<file path="src/rtl/loop_seq_pkg.sv">
// Shared types and default widths for the nested-loop address sequencer.
package loop_seq_pkg;

  localparam int unsigned CNT_W_DEF   = 10;
  localparam int unsigned ADDR_W_DEF  = 10;
  localparam int unsigned DELAY_W_DEF = 5;

  typedef enum logic [1:0] {
    S_IDLE  = 2'd0,
    S_DELAY = 2'd1,
    S_RUN   = 2'd2
  } state_e;

endpackage

</file>
<file path="src/rtl/seq_loop_cnt.sv">
// Up-counter with clear, enable and terminal-count flag; wraps to 0 after limit.
module seq_loop_cnt #(
  parameter int unsigned W = 10
) (
  input  logic         clk,
  input  logic         rst,
  input  logic         clr,
  input  logic         en,
  input  logic [W-1:0] limit,
  output logic [W-1:0] cnt,
  output logic         tc
);

  logic [W-1:0] cnt_q;
  logic [W-1:0] cnt_d;

  assign tc  = (cnt_q == limit);
  assign cnt = cnt_q;

  always_comb begin
    cnt_d = cnt_q;
    if (clr)     cnt_d = '0;
    else if (en) cnt_d = tc ? '0 : cnt_q + 1'b1;
  end

  always_ff @(posedge clk) begin
    if (rst) cnt_q <= '0;
    else     cnt_q <= cnt_d;
  end

endmodule

</file>
<file path="src/rtl/loop_seq.sv">
// Two-level loop sequencer: ITER periods of PER points, with start delay,
// per-point increment and end-of-period shift, feeding one memory port.
module loop_seq
  import loop_seq_pkg::*;
#(
  parameter int unsigned CNT_W   = CNT_W_DEF,
  parameter int unsigned ADDR_W  = ADDR_W_DEF,
  parameter int unsigned DELAY_W = DELAY_W_DEF
) (
  input  logic               clk,
  input  logic               rst,
  input  logic               run,
  input  logic               en,
  input  logic [ADDR_W-1:0]  cfg_start,
  input  logic [ADDR_W-1:0]  cfg_incr,
  input  logic [ADDR_W-1:0]  cfg_shift,
  input  logic [CNT_W-1:0]   cfg_per,
  input  logic [CNT_W-1:0]   cfg_iter,
  input  logic [DELAY_W-1:0] cfg_delay,
  output logic [ADDR_W-1:0]  addr,
  output logic               valid,
  output logic [CNT_W-1:0]   inner_cnt,
  output logic [CNT_W-1:0]   outer_cnt,
  output logic               busy,
  output logic               done
);

  state_e              state_q, state_d;
  logic [DELAY_W-1:0]  delay_q, delay_d;
  logic [ADDR_W-1:0]   addr_q, addr_d;
  logic                valid_q, valid_d;
  logic                busy_q, busy_d;
  logic                done_q, done_d;

  // Shadow copy of the configuration, captured on the accepted run edge
  logic [ADDR_W-1:0]   start_q, incr_q, shift_q;
  logic [CNT_W-1:0]    per_q, iter_q;

  logic                load, cnt_clr, adv;
  logic                inner_tc, outer_tc;

  seq_loop_cnt #(.W(CNT_W)) u_inner (
    .clk   (clk),
    .rst   (rst),
    .clr   (cnt_clr),
    .en    (adv),
    .limit (per_q - 1'b1),
    .cnt   (inner_cnt),
    .tc    (inner_tc)
  );

  seq_loop_cnt #(.W(CNT_W)) u_outer (
    .clk   (clk),
    .rst   (rst),
    .clr   (cnt_clr),
    .en    (adv & inner_tc),
    .limit (iter_q - 1'b1),
    .cnt   (outer_cnt),
    .tc    (outer_tc)
  );

  always_comb begin
    state_d = state_q;
    delay_d = delay_q;
    addr_d  = addr_q;
    valid_d = valid_q;
    load    = 1'b0;
    cnt_clr = 1'b0;
    adv     = 1'b0;
    unique case (state_q)
      S_IDLE: begin
        valid_d = 1'b0;
        if (run) begin
          load = 1'b1;
          if (cfg_per != '0 && cfg_iter != '0) begin
            cnt_clr = 1'b1;
            if (cfg_delay == '0) begin
              state_d = S_RUN;
              addr_d  = cfg_start;
              valid_d = 1'b1;
            end else begin
              state_d = S_DELAY;
              delay_d = cfg_delay;
            end
          end
        end
      end
      S_DELAY: begin
        if (en) begin
          if (delay_q == DELAY_W'(1)) begin
            state_d = S_RUN;
            addr_d  = start_q;
            valid_d = 1'b1;
            cnt_clr = 1'b1;
          end else begin
            delay_d = delay_q - 1'b1;
          end
        end
      end
      S_RUN: begin
        if (!en) begin
          valid_d = 1'b0;
        end else if (inner_tc && outer_tc) begin
          // Final point consumed: address and counters keep their last values
          state_d = S_IDLE;
          valid_d = 1'b0;
        end else begin
          adv     = 1'b1;
          valid_d = 1'b1;
          addr_d  = addr_q + incr_q + (inner_tc ? shift_q : '0);
        end
      end
      default: begin
        state_d = S_IDLE;
        valid_d = 1'b0;
      end
    endcase
    busy_d = (state_d != S_IDLE);
    done_d = (state_d == S_IDLE);
  end

  always_ff @(posedge clk) begin
    if (rst) begin
      state_q <= S_IDLE;
      delay_q <= '0;
      addr_q  <= '0;
      valid_q <= 1'b0;
      busy_q  <= 1'b0;
      done_q  <= 1'b1;
      start_q <= '0;
      incr_q  <= '0;
      shift_q <= '0;
      per_q   <= '0;
      iter_q  <= '0;
    end else begin
      state_q <= state_d;
      delay_q <= delay_d;
      addr_q  <= addr_d;
      valid_q <= valid_d;
      busy_q  <= busy_d;
      done_q  <= done_d;
      if (load) begin
        start_q <= cfg_start;
        incr_q  <= cfg_incr;
        shift_q <= cfg_shift;
        per_q   <= cfg_per;
        iter_q  <= cfg_iter;
      end
    end
  end

  assign addr  = addr_q;
  assign valid = valid_q;
  assign busy  = busy_q;
  assign done  = done_q;

endmodule

</file>
<file path="config.mk">
export PLATFORM = sky130hd
export DESIGN_NAME = loop_seq
export DESIGN_NICKNAME = d
export VERILOG_FILES = /design/src/rtl/loop_seq_pkg.sv /design/src/rtl/seq_loop_cnt.sv /design/src/rtl/loop_seq.sv
export SDC_FILE = /design/constraint.sdc
export NUM_CORES = 1
export LEC_CHECK = 0
export CAP_MARGIN = 20
export CORE_ASPECT_RATIO = 1.5
export CORE_MARGIN = 5
export CORE_UTILIZATION = 45
export CTS_BUF_LIST = sky130_fd_sc_hd__clkbuf_4 sky130_fd_sc_hd__clkbuf_8
export DETAILED_ROUTE_END_ITERATION = 8
export GPL_ROUTABILITY_DRIVEN = 0
export PLACE_DENSITY_LB_ADDON = 0.15
export SYNTH_ARGS = -nofsm -noshare
export SYNTH_HDL_FRONTEND = slang
export SYNTH_SLANG_ARGS = --single-unit
</file>
<file path="constraint.sdc">
create_clock -name clk -period 5.35 [get_ports clk]
set_input_delay 0.8025 -clock clk [delete_from_list [all_inputs] [get_ports clk]]
set_output_delay 0.8025 -clock clk [all_outputs]
set_load 0.01 [all_outputs]
</file>
==> run metrics <==
H-tree levels 3; Sum Neg Setup Slack 0 ns; Filler cells 1106; first-pass GRT wire length 23100 microns; Post-synth EDFFs 0; DRC Markers 0; maxcap violations 0; largest net degree at the start of global routing 71; Syn Inst Count 663; Reg area 1800 sq um; Via Count 4887; Leakage 2.43 nW; number of I/O pins 92; Die Y 143 microns; RSZ-0062 raised after global routing no; peak supply drop 0.147 mV; count of final setup violators 0; drt first pass iters 4; count of cell types in the netlist 66; post-route ant nets 0; Final Instance Count excl. Fillers 885; initial antenna violation count 0; sequential area share after synthesis 34.0%; GRT Resource Usage Total 20.1%; post-CTS setup buffer count 0; post-cts sizing count 0; Mapped Nets 751; Clock Sinks 90; Mapped Area 5300 sq um; Final Hold Fails 0; Starting Density 46.0%; Hold-fix buffers, CTS 0; port buffer count 91; worst-path maximum fanout 11; WP data required 5.67 ns; fmax 203 MHz; area of the multi-input gates 3230 sq um; Fin Clk Skew 0.00578 ns; DRT iter0 DRCs 180; Inst Count DP 869; CTS Buf Count 9; FFs w/ async S/R, synth 0%; FF+latch count, synth 90; share of cells above drive strength 1 5.31%; Core Box Area 11500 sq um; Mean Syn Cell Area 8.00 sq um; critical path class flop to flop; status completed; area grow syn2layout 21.7%; die footprint 14100 sq um; Hold Path Class flop to flop; CTS Root Cell clkbuf_8; Startpoint Class flop; vias in the first global route 4920; fin nets 818; total grt overflow 0; Worst Setup End Kind flop; CTS tree built; Worst Max-Slew Pin Slew 0.955 ns; Chip Width 98.6 microns; DR WL/cell 15.8 microns; Final Critical Period 4.93 ns; slew margin rel. 36.3%; clock buffer depth 2; number of diodes 0; crit path DAT 5.24 ns; vias per cell 5.52; worst-skew pair later-pin latency 0.37 ns; max-slew violation count 0; Synth Flop Type dfxtp_1; Worst-path clk slew 0.08 ns; final worst-path cycle share 92.1%; yosys warns 0; Power Dens Cells 249 nW/um^2; drt total wl 13900 microns; Core Rows 48; HPWL Detailed 10600 microns
[critical path, stage by stage (launching register included)]
cell and delay, ns:
dfxtp_1 0.44, inv_1 0.07, ha_1 0.31, nor2b_1 0.17
or3_1 0.35, a31oi_1 0.15, and4_1 0.41, and2_1 0.21
nand2_1 0.07, fa_1 0.48, inv_1 0.04, ha_1 0.22
fa_1 0.40, a21o_1 0.19, a21oi_1 0.22, o211ai_1 0.17
a21o_1 0.20, a21oi_1 0.15, xnor3_1 0.40, nor2_1 0.10
a211o_1 0.12
[final cells by class]
type / count / share of cell area [%]
clock inverters: 4 / 0.795
well taps: 150 / 2.91
inverters: 24 / 1.40
flip-flops and latches: 90 / 27.9
clock buffers: 12 / 2.37
repair buffers: 95 / 14.5
multi-input cells: 510 / 50.1
[report_power, final]
group	leakage, nW	total [W]	switching, W	internal (W)
Combinational	1.59	0.000371	0.000199	0.000172
Clock	0.103	0.000479	0.000239	0.000239
Sequential	0.736	0.000756	0.0000428	0.000713
Total	2.43	0.00161	0.000481	0.00112
[sequential cells by signal (all words and copies together) (netlist names)]
signal,cells
addr,10
busy,1
delay_q,5
done,1
incr_q,10
iter_q,10
per_q,10
shift_q,10
start_q,10
state_q,2
u_inner.cnt,10
u_outer.cnt,10
valid,1
[synthesized netlist by cell type (all sizes together), types with 5 or more instances]
master	n	share of area [%]
nand2	132	9.5
dfxtp	90	34
a21oi	87	8.2
nor2	37	2.7
xnor2	27	4.5
clkbuf	24	1.7
inv	24	1.7
o21ai	23	2.4
ha	19	4.5
nand3	16	1.5
buf	15	1.7
or3	13	1.5
a211o	11	1.8
nor3	11	1.0
xor2	11	1.8
and3	10	1.2
fa	10	3.8
nor4	10	1.4
nand4	9	1.7
a22oi	8	1.1
nor2b	7	0.83
a31oi	6	0.71
and2	6	0.71
a21o	5	0.71
[layer usage]
layer	vias to the layer above	part of all wire [%]	GRT usage [%]
li1	2443	-	-
met1	2300	40	21.9
met2	114	53	38.0
met3	30	3.8	4.01
met4	0	2.7	7.91
met5	-	0	0
[metrics by stage]
step / worst slack (ns) / cell area (sq um) / util (%) / power (W) / hold WS, ns
2_1_floorplan: 0.804 / 5300 / - / 0.00102 / 0.432
3_3_place_gp: 0.570 / 6250 / 54.2 / 0.00113 / 0.439
3_5_place_dp: 0.440 / 6250 / 54.2 / 0.00114 / 0.443
4_1_cts: 0.411 / 6450 / 56.0 / 0.00162 / 0.454
5_1_grt: 0.112 / 6450 / 56.0 / 0.00170 / 0.479
6_report: 0.424 / 6450 / 56.0 / 0.00161 / 0.455
[path summary, 6_finish.rpt]
| path | from | to | slack (ns) | depth (start not counted) |
|---|---|---|---|---|
| worst max-delay path | per_q[0]$_SDFFE_PP0P_ | addr[9]$_SDFFE_PP0P_ | 0.42 | 20 |
| worst min register to register | shift_q[8]$_SDFFE_PP0P_ | shift_q[8]$_SDFFE_PP0P_ | 0.46 | 2 |
| worst max register to register | per_q[0]$_SDFFE_PP0P_ | addr[9]$_SDFFE_PP0P_ | 0.42 | 20 |
| worst min-delay path | shift_q[8]$_SDFFE_PP0P_ | shift_q[8]$_SDFFE_PP0P_ | 0.46 | 2 |
[kinds of logic after synthesis]
| kind of cell | count (synthesis) | share of synthesized area [%] |
|---|---|---|
| compound gates | 171 | 20.8 |
| mux | 2 | 0.378 |
| flops | 90 | 34.0 |
| fa+ha+maj | 29 | 8.26 |
| xor+xnor | 39 | 6.70 |
| buf+inv | 63 | 5.05 |
| simple gates | 269 | 24.8 |
[layout by cell type, fill, tap and decap left out, types with 3 or more instances in the layout]
cell type,Yosys,routed
a2111oi_0,3,3
a211o_1,11,11
a21o_1,5,5
a21oi_1,87,87
a22oi_1,8,8
a31oi_1,6,6
and2_1,5,4
and3_1,10,10
buf_4,0,4
clkbuf_8,0,10
clkdlybuf4s50_1,0,90
dfxtp_1,90,90
fa_1,10,10
ha_1,19,19
inv_1,24,24
nand2_1,131,131
nand2b_1,4,4
nand3_1,16,16
nand4_1,6,6
nor2_1,35,35
nor2b_1,7,7
nor3_1,11,11
nor3b_1,3,3
nor4_1,8,8
o2111ai_1,3,3
o21a_1,4,4
o21ai_0,21,21
or3_1,13,13
xnor2_1,27,27
xor2_1,11,11
(Power assumes the default switching activity.)
